**config.mk**
```make
export PLATFORM = sky130hd
export DESIGN_NAME = wbu_writeback
export DESIGN_NICKNAME = d
export VERILOG_FILES = /design/src/rtl/wbu_writeback.sv
export SDC_FILE = /design/constraint.sdc
export NUM_CORES = 1
export LEC_CHECK = 0
export CORE_MARGIN = 3
export CORE_UTILIZATION = 37
export CTS_CLUSTER_DIAMETER = 50
export DETAILED_ROUTE_END_ITERATION = 8
export PLACE_DENSITY = 0.7
export SETUP_SLACK_MARGIN = 0.5
export SLEW_MARGIN = 20
export SYNTH_ARGS = -nofsm -noshare
export SYNTH_HDL_FRONTEND = slang
export SYNTH_SLANG_ARGS = --single-unit
```
**constraint.sdc**
```tcl
create_clock -name clk -period 2.8 [get_ports clk]
set_input_delay 0.28 -clock clk [delete_from_list [all_inputs] [get_ports clk]]
set_output_delay 0.28 -clock clk [all_outputs]
set_load 0.02 [all_outputs]
```
**src/rtl/wbu_writeback.sv**
```systemverilog
// Writeback unit: selects the GPR write source, extends loads,
// counts retired instructions and aborts loads that never answer.
module wbu_writeback #(
  parameter int unsigned MEM_TIMEOUT = 255
) (
  input  logic        clk,
  input  logic        rst,
  input  logic        wbu_rx_valid,
  output logic        wbu_rx_ready,
  input  logic [4:0]  wbu_rx_rd_idx,
  input  logic [2:0]  wbu_rx_sel,
  input  logic [31:0] wbu_rx_data,
  input  logic [2:0]  wbu_rx_ld_funct3,
  input  logic [1:0]  wbu_rx_ld_off,
  input  logic        wbu_mem_rsp_valid,
  output logic        wbu_mem_rsp_ready,
  input  logic [31:0] wbu_mem_rsp_data,
  output logic [4:0]  wbu_tx_rd_idx,
  output logic [31:0] wbu_tx_data,
  output logic [5:0]  wbu_tx_wb_valid,
  output logic [63:0] wbu_tx_instret,
  output logic        wbu_tx_mem_timeout
);

  typedef enum logic {IDLE, WAIT_MEM} state_t;

  state_t      state, state_nx;
  logic [15:0] cnt;
  logic [4:0]  ld_rd;
  logic [2:0]  ld_f3;
  logic [1:0]  ld_off;
  logic        accept, rsp_hs, tmo_hit, retire;
  logic [5:0]  strobe;
  logic [4:0]  wr_rd;
  logic [31:0] wr_val;

  function automatic logic [31:0] load_ext(
    input logic [31:0] w,
    input logic [2:0]  f3,
    input logic [1:0]  off
  );
    logic [31:0] sh;
    logic [7:0]  b;
    logic [15:0] h;
    sh = w >> {off, 3'b000};
    b  = sh[7:0];
    h  = off[1] ? w[31:16] : w[15:0];
    case (f3)
      3'b000:  load_ext = {{24{b[7]}}, b};
      3'b100:  load_ext = {24'd0, b};
      3'b001:  load_ext = {{16{h[15]}}, h};
      3'b101:  load_ext = {16'd0, h};
      default: load_ext = w;
    endcase
  endfunction

  assign wbu_rx_ready      = (state == IDLE);
  assign wbu_mem_rsp_ready = (state == WAIT_MEM);
  assign accept = wbu_rx_valid & wbu_rx_ready;
  assign rsp_hs = wbu_mem_rsp_valid & wbu_mem_rsp_ready;
  // A response in the expiry cycle takes priority over the abort.
  assign tmo_hit = (state == WAIT_MEM) & ~wbu_mem_rsp_valid
                 & ((cnt + 16'd1) == 16'(MEM_TIMEOUT));

  always_comb begin
    state_nx = state;
    strobe   = 6'd0;
    retire   = 1'b0;
    wr_rd    = wbu_rx_rd_idx;
    wr_val   = wbu_rx_data;
    case (state)
      IDLE: begin
        if (accept) begin
          case (wbu_rx_sel)
            3'd1:    strobe = 6'b100000;
            3'd2:    strobe = 6'b000001;
            3'd3:    strobe = 6'b000010;
            3'd4:    strobe = 6'b000100;
            3'd5:    strobe = 6'b001000;
            3'd6:    state_nx = WAIT_MEM;
            default: retire = 1'b1;
          endcase
        end
      end
      WAIT_MEM: begin
        wr_rd  = ld_rd;
        wr_val = load_ext(wbu_mem_rsp_data, ld_f3, ld_off);
        if (rsp_hs) begin
          strobe   = 6'b010000;
          state_nx = IDLE;
        end else if (tmo_hit) begin
          state_nx = IDLE;
        end
      end
      default: state_nx = IDLE;
    endcase
  end

  always_ff @(posedge clk) begin
    if (rst) begin
      state              <= IDLE;
      cnt                <= 16'd0;
      ld_rd              <= 5'd0;
      ld_f3              <= 3'd0;
      ld_off             <= 2'd0;
      wbu_tx_wb_valid    <= 6'd0;
      wbu_tx_rd_idx      <= 5'd0;
      wbu_tx_data        <= 32'd0;
      wbu_tx_instret     <= 64'd0;
      wbu_tx_mem_timeout <= 1'b0;
    end else begin
      state           <= state_nx;
      wbu_tx_wb_valid <= strobe;
      if (|strobe) begin
        wbu_tx_rd_idx <= wr_rd;
        wbu_tx_data   <= (wr_rd == 5'd0) ? 32'd0 : wr_val;
      end
      if ((|strobe) | retire)
        wbu_tx_instret <= wbu_tx_instret + 64'd1;
      if (accept) begin
        ld_rd  <= wbu_rx_rd_idx;
        ld_f3  <= wbu_rx_ld_funct3;
        ld_off <= wbu_rx_ld_off;
      end
      if (state == IDLE)
        cnt <= 16'd0;
      else if (!wbu_mem_rsp_valid)
        cnt <= cnt + 16'd1;
      if (tmo_hit)
        wbu_tx_mem_timeout <= 1'b1;
    end
  end

endmodule
```
==> flow_metrics.env <==
export IMPL_outcome="finished, final reports clean"
export IMPL_finalHoldViolCount=0
export IMPL_use_met3_pct=5.124
export IMPL_crit_arrival_ps=1930
export IMPL_globalplace_congestion=0.8721
export IMPL_leakage_nw=3.215
export IMPL_synth_seq_cells=135
export IMPL_min_path_cells=2
export IMPL_pwr_share_comb_pct=11.5
export IMPL_die_w_um=143.0
export IMPL_cts_tree="built"
export IMPL_fin_crit_ps=2207
export IMPL_pwr_share_clk_pct=47.0
export IMPL_clk_pin_slew_worst_paths_ps=60
export IMPL_rows=49
export IMPL_power_density_mw_per_mm2=495.9
export IMPL_cts_sinks=135
export IMPL_wl_per_cell_um=17.15
export IMPL_drc=0
export IMPL_grt_max_degree=51
export IMPL_worst_r2r_cell_count=6
export IMPL_syn_area_sq_mm=0.006944
export IMPL_critPathMaxFanout=38
export IMPL_nets=1113
export IMPL_ys_async_sr_fraction_pct=0
export IMPL_hold_ws_ps=203.8
export IMPL_busiest_layer="met2"
export IMPL_clockBufferDepth=2
export IMPL_cts_buffers=17
export IMPL_route_antenna_remaining_nets=0
export IMPL_synth_edf_count=0
export IMPL_hold_path_end="wbu_tx_wb_valid[4]"
export IMPL_ys_seq_area_share_pct=38.92
export IMPL_grt_antenna_before_repair=1
export IMPL_grt_usage_pct=20.74
export IMPL_rr_endpoint="wbu_mem_rsp_ready"
export IMPL_critPathCaptureType="output port"
export IMPL_clk_latency_ps=420
export IMPL_firstDrtPassIters=5
export IMPL_fmax_mhz=453.1
export IMPL_setup_viol=0
export IMPL_gr_total_overflow=0
export IMPL_worstSetupStartpoint="wbu_mem_rsp_ready"
export IMPL_syn_inst=842
export IMPL_grt_pass1_vias=6457
export IMPL_finalMaxSlewViolations=0
export IMPL_dieArea_sq_mm=0.02045
export IMPL_grt_met2_usage_pct=31.58
export IMPL_io_buffers=190
export IMPL_critPathLaunchType="flip-flop"
export IMPL_critPathKind="flip-flop to output port"
export IMPL_pin_count=191
export IMPL_root_buffer="clkbuf_16"
export IMPL_core_area_sq_mm=0.01821
export IMPL_min_from="rst"
export IMPL_seq_power_share_pct=41.5
export IMPL_r2r_start="cnt[1]"
export IMPL_clock_skew_ps=10.23
export IMPL_die_y_um=143.0
export IMPL_first_iter_violations=532
export IMPL_grt_pass1_wl_um=34310
export IMPL_ir_drop_uv=430.5
export IMPL_netSwitchingPower_w=0.001245
export IMPL_h_tree_depth=4
export IMPL_via_count=7243
export IMPL_swShare_pct=25.64
export IMPL_post_place_cells=1235
export IMPL_synth_distinct_cells=64
export IMPL_avgViaCountPerCell=5.690
export IMPL_grt_use_met1_pct=28.45
export IMPL_worst_slew_pin_slew_ps=769.8
export IMPL_syn_mean_instance_area_sq_um=8.247
export IMPL_drt_wl_total_um=21830
export IMPL_worst_hold_path_type="primary input to flip-flop"
export IMPL_r2r_slack_ps=600
export IMPL_internal_power_w=0.003613
export IMPL_setup_tns_ps=0
export IMPL_dp_hpwl_um=15920
export IMPL_syn_nets=926
export IMPL_instances_no_fill=1273
export IMPL_yosysWarnings=0
export IMPL_initial_core_util_pct=38.14
export IMPL_slew_headroom_pct=48.61
export IMPL_crit_required_ps=2520
export IMPL_syn_to_final_growth_pct=41.06
export IMPL_drive_gt1_share_pct=9.789
export IMPL_grt_setup_unrepaired="true"
export IMPL_synth_flop_cell="dfxtp_1"
export IMPL_cap_viol_max_count=0
export IMPL_final_period_utilization_pct=78.82
export IMPL_utilization_pct=53.80
## routing by layer
metal / wire, um / share of wire [%]
met5: 0 / 0
met3: 1212 / 5.6
met1: 9821 / 45
met4: 655 / 3.0
met2: 10140 / 46
## power groups by stage
stage | Clock, W | Sequential, W | Combinational (W)
finish | 0.00228 | 0.00202 | 0.000558
global route | 0.00244 | 0.00202 | 0.000598
CTS | 0.00232 | 0.00202 | 0.000556
detailed placement | 0 | 0.00206 | 0.000552
global placement | 0 | 0.00206 | 0.000552
floorplan | 0 | 0.00210 | 0.000218
## cells in the final DEF (no fill, tap or decap), types with 17 or more instances in the layout
cell type / n
buf_4: 30
clkbuf_16: 17
a21oi_1: 70
a22o_1: 23
o2bb2ai_1: 21
o31ai_1: 23
nor3_1: 23
xnor2_1: 22
o21ai_0: 53
or3_1: 23
clkdlybuf4s50_1: 188
nand4_1: 35
nand2_1: 77
dfxtp_1: 134
nand3_1: 30
or4_1: 26
nor2_1: 58
## final cells by class
| type | count | area, sq um |
|---|---|---|
| Antenna cell | 2 | 5.005 |
| Clock buffer | 18 | 439.2 |
| Clock inverter | 14 | 161.4 |
| Fill cell | 1696 | 8413 |
| Inverter | 17 | 63.81 |
| Multi-Input combinational cell | 637 | 4000 |
| Sequential cell | 135 | 2704 |
| Tap cell | 229 | 286.5 |
| Timing Repair Buffer | 221 | 2136 |
## worst max-delay path, stage by stage, from the launching register on
cell,delay (ps)
dfxtp_1,330
buf_4,210
buf_6,280
clkdlybuf4s50_1,670
## flip-flops by register name (all words and copies together), names as in the netlist
signal,count
cnt,16
ld_f3,3
ld_off,2
ld_rd,5
wbu_mem_rsp_ready,1
wbu_tx_data,32
wbu_tx_instret,64
wbu_tx_mem_timeout,1
wbu_tx_rd_idx,5
wbu_tx_wb_valid,6
## logic make-up (layout without fill, tap and decap cells)
| family | count (synthesis) | count (layout) | share of synthesized area, % |
|---|---|---|---|
| simple gates | 354 | 354 | 28.02 |
| compound gates | 229 | 229 | 21.55 |
| flops | 135 | 135 | 38.92 |
| buf+inv | 70 | 270 | 4.090 |
| xor+xnor | 35 | 35 | 4.414 |
| mux | 16 | 16 | 2.469 |
| fa+ha+maj | 3 | 3 | 0.5406 |
| other cells | 0 | 2 | 0 |
## synthesized netlist by cell type, drive strengths merged (13+ instances only)
cell type	n	share of area, %
dfxtp	135	39
nand2	77	4.2
a21oi	70	5.0
nor2	59	3.2
o21ai	56	4.0
clkbuf	43	2.3
nand4	37	3.6
nand3	32	2.4
or4	27	2.9
nor3	24	1.8
or3	24	2.2
a22o	23	2.9
o31ai	23	2.5
xnor2	22	2.8
o2bb2ai	21	2.6
inv	16	0.86
xor2	13	1.6
## stage by stage
stage / total power, W / instance area (sq um) / worst slack, ps
floorplan: 0.002316 / 6944 / 623.6
global placement: 0.002608 / 9125 / 259.7
detailed placement: 0.002610 / 9125 / 177.6
CTS: 0.004891 / 9753 / 554.6
global route: 0.005062 / 9793 / 478.9
finish: 0.004858 / 9796 / 593.0
## timing repair
item                                    4_1_cts  5_1_grt
hold buffers                                  0        0
endpoints found under the setup margin        6       26
endpoints found under the hold margin         0        0
pin swaps                                     0        2
buffers inserted                              2        2
gates resized for setup                       2        8
## worst max-delay path by stage
stage	to	slack [ps]	depth (start not counted)
3_3_place_gp	wbu_tx_instret[45]	260	6
5_1_grt	wbu_tx_instret[46]	480	6
2_1_floorplan	wbu_tx_instret[48]	620	7
3_5_place_dp	wbu_tx_instret[37]	180	6
6_report	wbu_mem_rsp_ready	590	3
4_1_cts	wbu_tx_instret[46]	550	5
No activity file was read; power rests on OpenSTA's default activity.
